[config.mk]
export PLATFORM = sky130hd
export DESIGN_NAME = reg_write_arbiter_flat
export DESIGN_NICKNAME = d
export VERILOG_FILES = /design/src/rtl/reg_write_arbiter_pkg.sv /design/src/rtl/reg_write_arbiter_if.sv /design/src/rtl/reg_write_arbiter_rr_arb2.sv /design/src/rtl/reg_write_arbiter.sv /design/src/flat_wrapper.sv
export SDC_FILE = /design/constraint.sdc
export NUM_CORES = 1
export LEC_CHECK = 0
export BUFFER_PORTS_ARGS = -buffer_cell sky130_fd_sc_hd__clkbuf_2
export CAP_MARGIN = 25
export CORE_MARGIN = 2
export CORE_UTILIZATION = 45
export DETAILED_ROUTE_END_ITERATION = 7
export PLACE_DENSITY = 0.76
export RECOVER_POWER = 50
export REMOVE_ABC_BUFFERS = 1
export SYNTH_ARGS = -nofsm -noshare
export SYNTH_HDL_FRONTEND = slang
export SYNTH_SLANG_ARGS = --single-unit
[constraint.sdc]
create_clock -name clk -period 1.4 [get_ports clk]
set_clock_uncertainty 0.2 [all_clocks]
set_input_delay 0.07 -clock clk [delete_from_list [all_inputs] [get_ports clk]]
set_output_delay 0.07 -clock clk [all_outputs]
set_load 0.02 [all_outputs]
[src/rtl/reg_write_arbiter_pkg.sv]
// rtl/reg_write_arbiter_pkg.sv - shared types and defaults for the regArray write-port arbiter
//
// Purpose : package regarb_pkg, imported by the interface, the arbiter and the top.
// Contents: default widths, DEPTH, FSM state enum, grant encoding and a grant helper.
// Ports   : none (package).
package regarb_pkg;

  localparam int DEF_ADDR_W = 4;
  localparam int DEF_DATA_W = 4;
  localparam int DEPTH      = 2 ** DEF_ADDR_W;

  typedef enum logic {
    SWEEP = 1'b0,
    RUN   = 1'b1
  } state_e;

  typedef enum logic {
    GNT_A = 1'b0,
    GNT_B = 1'b1
  } grant_e;

  // The requester that did not win last time; used for round-robin ties.
  function automatic grant_e other_grant(input grant_e g);
    return (g == GNT_A) ? GNT_B : GNT_A;
  endfunction

endpackage

[src/rtl/reg_write_arbiter_if.sv]
// rtl/reg_write_arbiter_if.sv - requester handshakes, clear control and regArray write port
//
// Purpose : bundles both requester valid/ready channels, the clear-sweep control
//           and the registered write port towards regArray.
// Ports   : aValid/aAddr/aData, bValid/bAddr/bData, initReq   (master -> slave)
//           aReady, bReady, initBusy, writeEnable/writeAddr/dataIn (slave -> master)
// Modports: master = requesters / environment, slave = reg_write_arbiter.
interface reg_write_arbiter_if
  import regarb_pkg::*;
#(
  parameter int ADDR_W = DEF_ADDR_W,
  parameter int DATA_W = DEF_DATA_W
);

  logic              aValid;
  logic              aReady;
  logic [ADDR_W-1:0] aAddr;
  logic [DATA_W-1:0] aData;

  logic              bValid;
  logic              bReady;
  logic [ADDR_W-1:0] bAddr;
  logic [DATA_W-1:0] bData;

  logic              initReq;
  logic              initBusy;

  logic              writeEnable;
  logic [ADDR_W-1:0] writeAddr;
  logic [DATA_W-1:0] dataIn;

  modport master (
    output aValid, aAddr, aData,
    output bValid, bAddr, bData,
    output initReq,
    input  aReady, bReady, initBusy,
    input  writeEnable, writeAddr, dataIn
  );

  modport slave (
    input  aValid, aAddr, aData,
    input  bValid, bAddr, bData,
    input  initReq,
    output aReady, bReady, initBusy,
    output writeEnable, writeAddr, dataIn
  );

endinterface

[src/rtl/reg_write_arbiter_rr_arb2.sv]
// rtl/reg_write_arbiter_rr_arb2.sv - combinational two-input write grant
//
// Purpose : picks which requester owns the write port this cycle.
// Macro   : REGARB_FIXED_PRIO_EN selects fixed priority (A always wins ties);
//           undefined gives round-robin using i_last_grant.
// Ports   : i_a_valid, i_b_valid  requester valids
//           i_last_grant          winner of the most recent transfer
//           o_grant               current grant (always one of GNT_A/GNT_B)
module rr_arb2
  import regarb_pkg::*;
(
  input  logic   i_a_valid,
  input  logic   i_b_valid,
  input  grant_e i_last_grant,
  output grant_e o_grant
);

`ifdef REGARB_FIXED_PRIO_EN
  logic w_unused_last;
  assign w_unused_last = i_last_grant;

  always_comb begin
    o_grant = GNT_A;
    if (i_b_valid && !i_a_valid) o_grant = GNT_B;
  end
`else
  // With no valid or both valid the grant parks on the requester that did not
  // win last, so a tie always alternates and the idle grant is already fair.
  always_comb begin
    o_grant = other_grant(i_last_grant);
    if (i_a_valid && !i_b_valid)      o_grant = GNT_A;
    else if (i_b_valid && !i_a_valid) o_grant = GNT_B;
  end
`endif

endmodule

[src/rtl/reg_write_arbiter.sv]
// rtl/reg_write_arbiter.sv - write-port controller with clear sweep for the 16 x 4 regArray
//
// Purpose : shares the regArray write port between requesters A and B and
//           zero-fills every entry after reset and on initReq.
// Macro   : REGARB_FIXED_PRIO_EN (see rr_arb2) selects fixed A-priority.
// Ports   : clk          system clock, rising edge
//           clr          synchronous active-low reset
//           bus (slave)  requester handshakes, initReq/initBusy, registered
//                        writeEnable/writeAddr/dataIn towards regArray
module reg_write_arbiter
  import regarb_pkg::*;
#(
  parameter int DATA_W = DEF_DATA_W,
  parameter int ADDR_W = DEF_ADDR_W
) (
  input  logic               clk,
  input  logic               clr,
  reg_write_arbiter_if.slave bus
);

  localparam logic [ADDR_W-1:0] LAST_ADDR = {ADDR_W{1'b1}};

  state_e            r_state;
  logic [ADDR_W-1:0] r_sweep_cnt;
  grant_e            r_last_grant;
  logic              r_we;
  logic [ADDR_W-1:0] r_waddr;
  logic [DATA_W-1:0] r_wdata;

  grant_e w_grant;
  logic   w_run;
  logic   w_a_xfer;
  logic   w_b_xfer;

  rr_arb2 u_arb (
    .i_a_valid    (bus.aValid),
    .i_b_valid    (bus.bValid),
    .i_last_grant (r_last_grant),
    .o_grant      (w_grant)
  );

  assign w_run    = (r_state == RUN);
  assign w_a_xfer = w_run && (w_grant == GNT_A) && bus.aValid;
  assign w_b_xfer = w_run && (w_grant == GNT_B) && bus.bValid;

  assign bus.aReady      = w_run && (w_grant == GNT_A);
  assign bus.bReady      = w_run && (w_grant == GNT_B);
  assign bus.initBusy    = (r_state == SWEEP);
  assign bus.writeEnable = r_we;
  assign bus.writeAddr   = r_waddr;
  assign bus.dataIn      = r_wdata;

  always_ff @(posedge clk) begin
    if (!clr) begin
      r_state      <= SWEEP;
      r_sweep_cnt  <= '0;
      r_last_grant <= GNT_B;
      r_we         <= 1'b0;
      r_waddr      <= '0;
      r_wdata      <= '0;
    end else begin
      case (r_state)
        SWEEP: begin
          r_we        <= 1'b1;
          r_waddr     <= r_sweep_cnt;
          r_wdata     <= '0;
          r_sweep_cnt <= r_sweep_cnt + ADDR_W'(1);
          if (r_sweep_cnt == LAST_ADDR) r_state <= RUN;
        end
        RUN: begin
          if (w_a_xfer) begin
            r_we         <= 1'b1;
            r_waddr      <= bus.aAddr;
            r_wdata      <= bus.aData;
            r_last_grant <= GNT_A;
          end else if (w_b_xfer) begin
            r_we         <= 1'b1;
            r_waddr      <= bus.bAddr;
            r_wdata      <= bus.bData;
            r_last_grant <= GNT_B;
          end else begin
            r_we <= 1'b0;
          end
          // A transfer accepted alongside initReq is still registered above;
          // it reaches regArray in the first sweep cycle.
          if (bus.initReq) begin
            r_state     <= SWEEP;
            r_sweep_cnt <= '0;
          end
        end
      endcase
    end
  end

endmodule

[src/flat_wrapper.sv]
// flat-port wrapper written by rule: the top's interface ports become plain ports
module reg_write_arbiter_flat import regarb_pkg::*;
#(
  parameter int DATA_W = DEF_DATA_W,
  parameter int ADDR_W = DEF_ADDR_W
)
  (clk, clr, bus_aValid, bus_aAddr, bus_aData, bus_bValid, bus_bAddr, bus_bData, bus_initReq, bus_aReady, bus_bReady, bus_initBusy, bus_writeEnable, bus_writeAddr, bus_dataIn);
  reg_write_arbiter_if #(.ADDR_W(ADDR_W), .DATA_W(DATA_W)) bus_i ();
  input  logic clk;
  input  logic clr;
  input wire logic [$bits(bus_i.aValid)-1:0] bus_aValid;
  input wire logic [$bits(bus_i.aAddr)-1:0] bus_aAddr;
  input wire logic [$bits(bus_i.aData)-1:0] bus_aData;
  input wire logic [$bits(bus_i.bValid)-1:0] bus_bValid;
  input wire logic [$bits(bus_i.bAddr)-1:0] bus_bAddr;
  input wire logic [$bits(bus_i.bData)-1:0] bus_bData;
  input wire logic [$bits(bus_i.initReq)-1:0] bus_initReq;
  output wire logic [$bits(bus_i.aReady)-1:0] bus_aReady;
  output wire logic [$bits(bus_i.bReady)-1:0] bus_bReady;
  output wire logic [$bits(bus_i.initBusy)-1:0] bus_initBusy;
  output wire logic [$bits(bus_i.writeEnable)-1:0] bus_writeEnable;
  output wire logic [$bits(bus_i.writeAddr)-1:0] bus_writeAddr;
  output wire logic [$bits(bus_i.dataIn)-1:0] bus_dataIn;
  assign bus_i.aValid = bus_aValid;
  assign bus_i.aAddr = bus_aAddr;
  assign bus_i.aData = bus_aData;
  assign bus_i.bValid = bus_bValid;
  assign bus_i.bAddr = bus_bAddr;
  assign bus_i.bData = bus_bData;
  assign bus_i.initReq = bus_initReq;
  assign bus_aReady = bus_i.aReady;
  assign bus_bReady = bus_i.bReady;
  assign bus_initBusy = bus_i.initBusy;
  assign bus_writeEnable = bus_i.writeEnable;
  assign bus_writeAddr = bus_i.writeAddr;
  assign bus_dataIn = bus_i.dataIn;
  reg_write_arbiter #(.DATA_W(DATA_W), .ADDR_W(ADDR_W)) u_core (.clk(clk), .clr(clr), .bus(bus_i));
endmodule
After elaboration in Yosys (flattened, before gate mapping)
Index checks and enable logic that the tools add are counted.

Flip-flop bits (word level): 15. Input bits: 21. Output and inout port bits: 12. Word-level logic and storage cells: 41.

Add/subtract/negate cells: 1. Eq/ne operators: 3. Muxes and demuxes: 19. Bitwise logic cells: 2. Reduce and logical (&&, ||, !) cells: 10.

Operators with widths (number): case mux 4 bit (2 select lines) (3); two-way mux 4 bit (5); two-way mux 1 bit (9); logical AND 1 bit (6); adder 4 x 1 -> 4 bit, second input constant (1); == test 4 bit, second input constant (1); case mux 1 bit (2 select lines) (2); != test 3 bit, second input constant (1); logical NOT 1 bit (2); != test 2 bit, second input constant (1); inverter 1 bit (2); AND reduction 2 bit (1); nonzero test 2 bit (1).

Longest topological paths before layout
Gate-level depths: netlist of run 1.

Depth in word-level cells: 9. Gate-level depth with buffers: 6. Gate-level depth less buffers: 4.

Modules after synthesis
Synthesis of run 1 repeated with hierarchy kept, for this count alone.

Cells, all modules: 90. Area, all modules: 738.2 um^2.

By module, submodules not included: reg_write_arbiter (times used 1, cells each 87, area each 719.4 um^2, sequential area each 300.3 um^2); rr_arb2 (times used 1, cells each 3, area each 18.8 um^2, sequential area each 0.0 um^2).

Worst setup path before layout of run 1
No wires, ideal clock.

Kind: flip-flop to flip-flop. Start point: register u_core.r_state. End point: register u_core.r_sweep_cnt[3]. Setup time: 0.124 ns. Arrival time: 0.943 ns. Required time: 1.076 ns. Slack: 0.133 ns. Stages on the path, launching flop included: 6. Path buffers: 1. Period minus slack after synthesis: 1.267 ns. Cells stage by stage: dfxtp_1 buf_4 inv_1 nor2_2 o21ai_0 a21boi_0.

Longest elaborated chain between the ends: 2. Elaborated cells between the ends (all ways): 3. Those cells by class: eq/ne (1); mux (1); bitwise (1).

RTL lines: start, declared (RTL line reg_write_arbiter.sv:23) `state_e r_state;`; start signal, assigned (RTL line reg_write_arbiter.sv:55) `r_state <= SWEEP;`; start signal, assigned (RTL line reg_write_arbiter.sv:68) `if (r_sweep_cnt == LAST_ADDR) r_state <= RUN;`; start signal, assigned (RTL line reg_write_arbiter.sv:87) `r_state <= SWEEP;`; inverter 1 bit; net bus_initBusy (RTL line flat_wrapper.sv:20) `output wire logic [$bits(bus_i.initBusy)-1:0] bus_initBusy;`; case mux 4 bit (2 select lines) (RTL line reg_write_arbiter.sv:62) `case (r_state)`; end signal, assigned (RTL line reg_write_arbiter.sv:67) `r_sweep_cnt <= r_sweep_cnt + ADDR_W'(1);`; end, declared (RTL line reg_write_arbiter.sv:24) `logic [ADDR_W-1:0] r_sweep_cnt;`.

The timed path passes the listed nets, and every way through them passes these cells. A chain may end at the register's enable or synchronous reset.

Worst setup path after layout of run 1
Start point: register u_core.r_last_grant. End point: output bus_aReady.

Longest elaborated chain between the ends: 5.

RTL lines: start, declared (RTL line reg_write_arbiter.sv:25) `grant_e r_last_grant;`; start signal, assigned (RTL line reg_write_arbiter.sv:57) `r_last_grant <= GNT_B;`; start signal, assigned (RTL line reg_write_arbiter.sv:75) `r_last_grant <= GNT_A;`; start signal, assigned (RTL line reg_write_arbiter.sv:80) `r_last_grant <= GNT_B;`; two-way mux 1 bit (RTL line reg_write_arbiter_pkg.sv:24) `return (g == GNT_A) ? GNT_B : GNT_A;`; two-way mux 1 bit (RTL line reg_write_arbiter_rr_arb2.sv:32) `else if (i_b_valid && !i_a_valid) o_grant = GNT_B;`; two-way mux 1 bit (RTL line reg_write_arbiter_rr_arb2.sv:31) `if (i_a_valid && !i_b_valid) o_grant = GNT_A;`; inverter 1 bit (RTL line reg_write_arbiter.sv:46) `assign bus.aReady = w_run && (w_grant == GNT_A);`; logical AND 1 bit (RTL line reg_write_arbiter.sv:46); end, declared (RTL line flat_wrapper.sv:18) `output wire logic [$bits(bus_i.aReady)-1:0] bus_aReady;`.

Every way passes these cells.

==> results.sh, run 1 <==
export IMPL_status="complete, but fails checks"
export IMPL_violations="negative setup slack"
export IMPL_hold_depth=4
export IMPL_power_density_nw_per_um2=721
export IMPL_leakage_nw=0.514
export IMPL_wl_um=2370
export IMPL_total_power_w=0.000852
export IMPL_core_area_um2=1670
export IMPL_dieWidth_um=45.7
export IMPL_vias=891
export IMPL_crit_arrival_ps=1220
export IMPL_reg2regPathDepth=5
export IMPL_initialDrtViolationCount=5
export IMPL_max_cap_viol_count=0
export IMPL_hp_start="bus_bAddr[3]"
export IMPL_num_antenna_cells=0
export IMPL_synth_warnings=0
export IMPL_hp_class="in2reg"
export IMPL_cts_tree="built"
export IMPL_netlist_area_um2=782
export IMPL_cp_required_ps=1130
export IMPL_yosysSeqAreaShare_pct=38.4
export IMPL_vias_per_cell=5.53
export IMPL_design_area_um2=1180
export IMPL_slew_headroom_pct=82.0
export IMPL_worstSetupEndpointType="primary output"
export IMPL_hold_viol_final=0
export IMPL_worst_pin_slew_ps=271
export IMPL_placed_area_um2=972
export IMPL_fmax_ghz=0.671
export IMPL_port_buffers=32
export IMPL_synth_seq_cells=15
export IMPL_fp_row_count=15
export IMPL_drive_gt1_share_pct=31.3
export IMPL_grt_pass1_vias=817
export IMPL_grt_pass1_wl_um=3490
export IMPL_dieArea_um2=2090
export IMPL_track_usage_pct=23.6
export IMPL_dpl_hpwl_um=1480
export IMPL_path_class="reg2out"
export IMPL_drc_errors=0
export IMPL_gp_congestion=0.753
export IMPL_worstPathMaxFanout=3
export IMPL_die_height_um=45.7
export IMPL_drtPass1Iterations=4
export IMPL_cts_buffer_depth=2
export IMPL_htreeDepth=1
export IMPL_routedWlPerCell_um=14.7
export IMPL_insertion_delay_ps=290
export IMPL_ir_drop_uv=521
export IMPL_grt_overflow_total=0
export IMPL_numCtsBuffers=3
export IMPL_drv_slew=0
export IMPL_grt_start_max_net_pins=12
export IMPL_yosysUniqueCellTypes=31
export IMPL_r2r_start="u_core.r_last_grant$_SDFFE_PN1P_"
export IMPL_initial_utilization_pct=46.8
export IMPL_clockRootBuffer="clkbuf_4"
export IMPL_syn_inst=92
export IMPL_rsz0062_at_grt="yes"
export IMPL_fin_nets=167
export IMPL_syn2layout_area_growth_pct=51.2
export IMPL_fin_crit_ps=1490
export IMPL_numClockSinks=15
export IMPL_antenna_found_initial=0
export IMPL_cp_start_kind="flip-flop"
export IMPL_setup_viol=3
export IMPL_clk_pin_slew_ps=90
export IMPL_crit_start="u_core.r_last_grant$_SDFFE_PN1P_"
export IMPL_finish_utilization_pct=70.8
export IMPL_io_pins=33
export IMPL_syn_area_per_cell_um2=8.50
export IMPL_timing_final_ws_setup_ps=-89.5
export IMPL_hold_worst_slack_ps=13.6
export IMPL_finalCritPeriodShare_pct=106
export IMPL_ant_nets=0
==> layer usage <==
metal	vias up	part of all wire [%]	global-route usage [%]
met5	-	0	0
met4	0	2.2	10.6
met3	6	5.5	3.17
met2	30	52	43.1
met1	412	41	26.7
li1	443	-	-
==> path summary, 6_finish.rpt <==
| check | endpoint | slack [ps] |
|---|---|---|
| worst max-delay path | bus_aReady | -90 |
| worst min-delay path | u_core.bus.writeAddr[3]$_SDFFE_PN0P_ | 10 |
| worst max register to register | u_core.bus.dataIn[2]$_SDFFE_PN0P_ | -20 |
| worst min register to register | u_core.bus.writeAddr[3]$_SDFFE_PN0P_ | 320 |
==> critical path, stage by stage, from the launching register on <==
cell	delay (ps)
dfxtp_2	340
maj3_2	320
and2_4	150
buf_8	120
==> cells in the mapped netlist <==
master,instances,area (um2)
o221ai_1,7,61.3
and3_1,1,6.26
inv_1,2,7.51
o22ai_1,2,12.5
and2_1,2,12.5
nand4_1,1,6.26
o21ai_1,1,5.00
nor2_1,11,41.3
nand2_1,4,15.0
mux2i_1,1,10.0
nand3_1,1,5.00
maj3_1,1,10.0
buf_6,1,11.3
buf_4,2,15.0
a21bo_1,1,10.0
o2111ai_1,1,8.76
ha_1,1,12.5
dfxtp_1,15,300
a21boi_0,1,7.51
a21o_1,2,15.0
buf_2,2,10.0
nor2_2,1,6.26
nor2b_1,10,62.6
o21a_1,1,7.51
a31oi_1,2,12.5
a21oi_1,6,30.0
or2_1,1,6.26
nand2b_1,3,18.8
o211a_1,1,10.0
a211oi_1,4,30.0
o21ai_0,3,15.0
==> area by class of cell <==
class | instances | area [um2]
Sequential cell | 15 | 305
Fill cell | 148 | 488
Timing Repair Buffer | 53 | 354
Inverter | 2 | 7.51
Multi-Input combinational cell | 70 | 468
Clock buffer | 4 | 26.3
Tap cell | 17 | 21.3
==> flip-flops by register name, summed over array words and instances (netlist names) <==
| register | flops |
|---|---|
| u_core.r_last_grant | 1 |
| u_core.bus.writeAddr | 4 |
| u_core.r_sweep_cnt | 4 |
| u_core.bus.dataIn | 4 |
| u_core.bus.writeEnable | 1 |
| u_core.r_state | 1 |
==> layout by cell type (no fill, tap or decap), types with 2 or more instances in the layout <==
cell            n
a31oi_1         2
o221ai_1        5
buf_4           8
a21oi_1         6
clkbuf_2       20
nor2_2          2
o22ai_1         2
dfxtp_1        13
a211oi_1        4
a21o_1          2
dlygate4sd3_1  14
nand2b_1        2
nor2b_1        10
o221ai_2        2
clkbuf_4        3
nand2_1         3
clkbuf_1       10
o21ai_0         3
nor2_1         10
==> metrics by stage <==
stage	TNS, ps	worst slack (ps)	instances
after detailed placement	0	71.2	142
after global placement	0	130	142
final	-142	-89.5	161
after global routing	-349	-133	161
after floorplan	-149	-86.7	87
after CTS	-181	-101	161
==> report_power, final <==
group / internal [W] / switching [W]
combinational: 0.0000771 / 0.0000691
clock: 0.000111 / 0.000144
sequential: 0.000438 / 0.0000135
==> what timing repair did <==
item	4_1_cts	5_1_grt
pin swaps	2	1
gates resized for setup	8	10
hold endpoints to repair	13	0
hold buffers	14	0
setup endpoints to repair	3	9
setup buffers	1	0
==> kinds of logic after synthesis <==
logic type	synth area share, %
multiplexers	1.28
flip-flops	38.4
adder cells (fa/ha/maj)	2.88
AO/OA/AOI/OAI	28.8
AND/OR/NAND/NOR	23.0
buffers and inverters	5.60
Power figures use the tool's default switching activity.
==> run 2, diff against run 1 <==
==> constraint.sdc (replaced) <==
create_clock -name clk -period 1.7 [get_ports clk]
set_clock_uncertainty 0.2 [all_clocks]
set_input_delay 0.085 -clock clk [delete_from_list [all_inputs] [get_ports clk]]
set_output_delay 0.085 -clock clk [all_outputs]
set_load 0.02 [all_outputs]
==> results.sh, run 2 (same netlist as run 1, synthesis figures left out) <==
export IMPL_grt_pass1_wl_um=3000
export IMPL_hold_worst_slack_ps=18.2
export IMPL_crit_buf_inv=1
export IMPL_antenna_found_initial=0
export IMPL_power_density_nw_per_um2=627
export IMPL_fin_nets=160
export IMPL_ctsHoldBuffers=13
export IMPL_top_usage_layer="met2"
export IMPL_cts_buffer_depth=2
export IMPL_worstSetupEndpointType="primary output"
export IMPL_drive_gt1_share_pct=20.4
export IMPL_crit_arrival_ps=1320
export IMPL_die_height_um=45.7
export IMPL_use_met3_pct=3.57
export IMPL_cp_start_kind="flip-flop"
export IMPL_placed_area_um2=935
export IMPL_max_stage_delay_ps=370
export IMPL_fmax_ghz=0.624
export IMPL_cts_setup_buffers=0
export IMPL_met2_usage_pct=38.3
export IMPL_slew_headroom_pct=82.0
export IMPL_cp_slowest_cell="maj3_1"
export IMPL_fin_crit_ps=1600
export IMPL_numCtsBuffers=3
export IMPL_port_buffers=32
export IMPL_hp_class="in2reg"
export IMPL_use_met1_pct=20.6
export IMPL_setup_viol=0
export IMPL_syn2layout_area_growth_pct=38.1
export IMPL_design_area_um2=1080
export IMPL_final_common_cell="clkbuf_2"
export IMPL_initialDrtViolationCount=7
export IMPL_clockRootBuffer="clkbuf_4"
export IMPL_htreeDepth=1
export IMPL_fp_row_count=15
export IMPL_insertion_delay_ps=270
export IMPL_dieWidth_um=45.7
export IMPL_rsz0062_at_grt="no"
export IMPL_numClockSinks=15
export IMPL_grt_pass1_vias=753
export IMPL_drc_errors=0
export IMPL_track_usage_pct=20.3
export IMPL_hold_viol_final=0
export IMPL_timing_final_ws_setup_ps=98.7
export IMPL_cpLargestDelayFamily="adder cells"
export IMPL_worstPathCellList="maj3_1 -> and2_1 -> clkbuf_2"
export IMPL_core_area_um2=1670
export IMPL_wl_um=1950
export IMPL_routedWlPerCell_um=12.6
export IMPL_gp_congestion=0.803
export IMPL_place_worst_setup_slack_ps=290
export IMPL_initial_utilization_pct=46.8
export IMPL_drv_slew=0
export IMPL_dpl_hpwl_um=1320
export IMPL_layout_common_cells="23 x clkbuf_2, 15 x dfxtp_1, 13 x dlygate4sd3_1"
export IMPL_leakage_nw=0.464
export IMPL_grt_start_max_net_pins=16
export IMPL_ir_drop_uv=391
export IMPL_io_pins=33
export IMPL_vias=834
export IMPL_cts_resized=0
export IMPL_vias_per_cell=5.42
export IMPL_finalSetupTns_ps=0
export IMPL_worstPathMaxFanout=6
export IMPL_drtPass1Iterations=4
export IMPL_num_antenna_cells=0
export IMPL_cts_tree="built"
export IMPL_worst_pin_slew_ps=270
export IMPL_dieArea_um2=2090
export IMPL_path_class="reg2out"
export IMPL_max_cap_viol_count=0
export IMPL_ant_nets=0
export IMPL_status="finished clean"
export IMPL_clk_pin_slew_ps=80
export IMPL_grt_overflow_total=0
export IMPL_cp_required_ps=1410
export IMPL_finalCritPeriodShare_pct=94.2
## run 2: changes by cell type in the layout (fill, tap and decap cells not counted), moves of 2 or more
cell / before / now
buf_4: 8 / 1
and2_1: 0 / 2
o221ai_2: 2 / 0
clkbuf_2: 20 / 23
dfxtp_1: 13 / 15
o221ai_1: 5 / 7
## run 2: metrics by stage
step           power [W]  instances  utilization, %
2_1_floorplan   0.000418         87               -
3_3_place_gp    0.000465        137            56.0
3_5_place_dp    0.000466        137            56.0
4_1_cts         0.000689        154            65.3
5_1_grt         0.000715        154            64.6
6_report        0.000677        154            64.6
## run 2: path summary, 6_finish.rpt
kind / startpoint / endpoint / slack (ps) / cells after the start
max: u_core.r_last_grant$_SDFFE_PN1P_ / bus_aReady / 100 / 3
min reg2reg: u_core.r_sweep_cnt[3]$_SDFFE_PN0P_ / u_core.bus.writeAddr[3]$_SDFFE_PN0P_ / 330 / 1
max reg2reg: u_core.r_last_grant$_SDFFE_PN1P_ / u_core.bus.dataIn[3]$_SDFFE_PN0P_ / 270 / 4
min: bus_aValid / u_core.bus.dataIn[3]$_SDFFE_PN0P_ / 20 / 3
## run 2: area by class of cell
class | instances | area (um2)
sequential | 15 | 300
inverter | 2 | 7.51
fill | 146 | 591
clock buffer | 4 | 26.3
timing repair buffer | 46 | 287
multi-input combinational | 70 | 438
tap | 17 | 21.3
## run 2: layer usage
metal / share of wire (%) / routed length (um)
met1: 42 / 824
met2: 51 / 986
met3: 6.4 / 125
met4: 0.46 / 9
met5: 0 / 0
## run 2: tightest hold or removal path, delay by kind of cell
kind	cells	cell delay (ps)
compound gates	1	70
buf+inv	1	230
simple gates	1	70
## run 2: power breakdown
| group | leakage [nW] | internal [W] | switching (W) | total [W] |
|---|---|---|---|---|
| clock | 0.0150 | 0.0000909 | 0.000104 | 0.000195 |
| sequential | 0.122 | 0.000362 | 0.0000112 | 0.000373 |
| combinational | 0.327 | 0.0000582 | 0.0000508 | 0.000109 |
| total | 0.464 | 0.000511 | 0.000166 | 0.000677 |
==> run 3, diff against run 2 <==
--- a/config.mk
+++ b/config.mk
@@ -13,6 +13,7 @@
 export PLACE_DENSITY = 0.76
 export RECOVER_POWER = 50
 export REMOVE_ABC_BUFFERS = 1
+export SETUP_SLACK_MARGIN = 0.5
 export SYNTH_ARGS = -nofsm -noshare
 export SYNTH_HDL_FRONTEND = slang
 export SYNTH_SLANG_ARGS = --single-unit
==> results.sh, run 3 (same netlist as run 1, synthesis figures left out) <==
export IMPL_cts_tree="built"
export IMPL_drc_errors=0
export IMPL_final_common_cell="clkbuf_2"
export IMPL_cp_depth=3
export IMPL_finalCritPeriodShare_pct=88.4
export IMPL_drv_slew=0
export IMPL_hp_class="in2reg"
export IMPL_grt_start_max_net_pins=16
export IMPL_fmax_ghz=0.665
export IMPL_fin_nets=166
export IMPL_numClockSinks=15
export IMPL_max_stage_delay_ps=490
export IMPL_antenna_found_initial=0
export IMPL_final_cells=160
export IMPL_cpLargestDelayFamily="flip-flops"
export IMPL_fp_row_count=15
export IMPL_worstSetupEndpointType="primary output"
export IMPL_numCtsBuffers=3
export IMPL_rsz0062_at_grt="yes"
export IMPL_dieWidth_um=45.7
export IMPL_crit_arrival_ps=1220
export IMPL_crit_start="u_core.r_state$_SDFF_PN0_"
export IMPL_crit_end="bus_aReady"
export IMPL_htreeDepth=1
export IMPL_drive_gt1_share_pct=40.6
export IMPL_dieArea_um2=2090
export IMPL_worstPathMaxFanout=11
export IMPL_insertion_delay_ps=280
export IMPL_dpl_hpwl_um=1320
export IMPL_vias=894
export IMPL_ant_nets=0
export IMPL_leakage_nw=0.521
export IMPL_finalSetupTns_ps=0
export IMPL_reg2reg_slack_ps=280
export IMPL_io_pins=33
export IMPL_reg2regPathDepth=4
export IMPL_path_class="reg2out"
export IMPL_cts_buffer_depth=2
export IMPL_clockRootBuffer="clkbuf_4"
export IMPL_syn2layout_area_growth_pct=63.7
export IMPL_hp_start="bus_aAddr[1]"
export IMPL_ir_drop_uv=505
export IMPL_vias_per_cell=5.59
export IMPL_wl_um=2350
export IMPL_initial_utilization_pct=46.8
export IMPL_port_buffers=32
export IMPL_worst_pin_slew_ps=355
export IMPL_hold_depth=4
export IMPL_cp_slowest_cell="dfxtp_1"
export IMPL_track_usage_pct=21.0
export IMPL_r2r_start="u_core.r_state$_SDFF_PN0_"
export IMPL_fill_cells=119
export IMPL_crit_buf_inv=2
export IMPL_hold_viol_final=0
export IMPL_clk_pin_slew_ps=80
export IMPL_cp_start_kind="flip-flop"
export IMPL_grt_overflow_total=0
export IMPL_slew_headroom_pct=76.3
export IMPL_timing_final_ws_setup_ps=197
export IMPL_place_worst_setup_slack_ps=290
export IMPL_num_antenna_cells=0
export IMPL_routedWlPerCell_um=14.7
export IMPL_seqCellArea_um2=312
export IMPL_layout_common_cells="19 x clkbuf_2, 13 x dlygate4sd3_1, 12 x dfxtp_1"
export IMPL_status="finished clean"
export IMPL_fin_crit_ps=1500
export IMPL_grt_pass1_vias=784
export IMPL_setup_viol=0
export IMPL_die_height_um=45.7
export IMPL_drtPass1Iterations=4
export IMPL_power_density_nw_per_um2=555
export IMPL_regToRegEndpoint="u_core.bus.writeAddr[2]$_SDFFE_PN0P_"
export IMPL_core_area_um2=1670
export IMPL_initialDrtViolationCount=8
export IMPL_grt_pass1_wl_um=3130
export IMPL_dp_cells=137
export IMPL_worstPathCellList="buf_6 -> and2_4 -> buf_8"
export IMPL_cp_required_ps=1410
export IMPL_gp_congestion=0.803
export IMPL_multiInputGateArea_um2=553
export IMPL_max_cap_viol_count=0
run 3: layout make-up:
class	instances	share of cell area (%)
repair buffers	52	27.8
flip-flops and latches	15	24.3
clock buffers	4	2.05
well taps	17	1.66
inverters	2	0.978
multi-input cells	70	43.2
run 3: stage by stage:
| stage | cell area [um2] | hold WS (ps) | util (%) | total power, W |
|---|---|---|---|---|
| after global placement | 935 | 142 | 56.0 | 0.000465 |
| after detailed placement | 935 | 146 | 56.0 | 0.000466 |
| after floorplan | 746 | -38.8 | - | 0.000418 |
| after global routing | 1280 | 7.19 | 76.6 | 0.000743 |
| final | 1280 | 0.0605 | 76.6 | 0.000711 |
| after CTS | 1160 | 6.96 | 69.4 | 0.000690 |
run 3: worst min-delay path by stage:
stage | end | slack (ps)
final | u_core.bus.writeAddr[1]$_SDFFE_PN0P_ | 0.06
after global routing | u_core.bus.writeAddr[1]$_SDFFE_PN0P_ | 7
after CTS | u_core.bus.writeAddr[1]$_SDFFE_PN0P_ | 7
after detailed placement | u_core.bus.dataIn[1]$_SDFFE_PN0P_ | 150
after global placement | u_core.bus.dataIn[2]$_SDFFE_PN0P_ | 140
after floorplan | u_core.r_last_grant$_SDFFE_PN1P_ | -40
run 3: timing repair:
item	CTS	global route
endpoints found under the hold margin	13	0
hold buffers	13	0
setup endpoints to repair	16	17
gates resized for setup	20	26
buffers inserted	2	4
pin swaps	3	12
run 3: per-layer routing:
metal	global-route usage [%]	vias up	part of all wire, %
met5	0	-	0
met1	21.0	418	40
met4	10.6	0	2.2
li1	-	441	-
met2	40.3	31	52
met3	3.57	4	5.5
run 3: where the power goes:
| group | internal [W] | switching (W) | leakage, nW |
|---|---|---|---|
| Sequential | 0.000361 | 0.0000109 | 0.123 |
| Clock | 0.0000912 | 0.000109 | 0.0150 |
| Combinational | 0.0000694 | 0.0000692 | 0.383 |
run 3: worst min-delay path: stages:
cell       delay (ps)
clkbuf_2          100
nand3_2            80
o2111ai_2          60
o211a_1           120
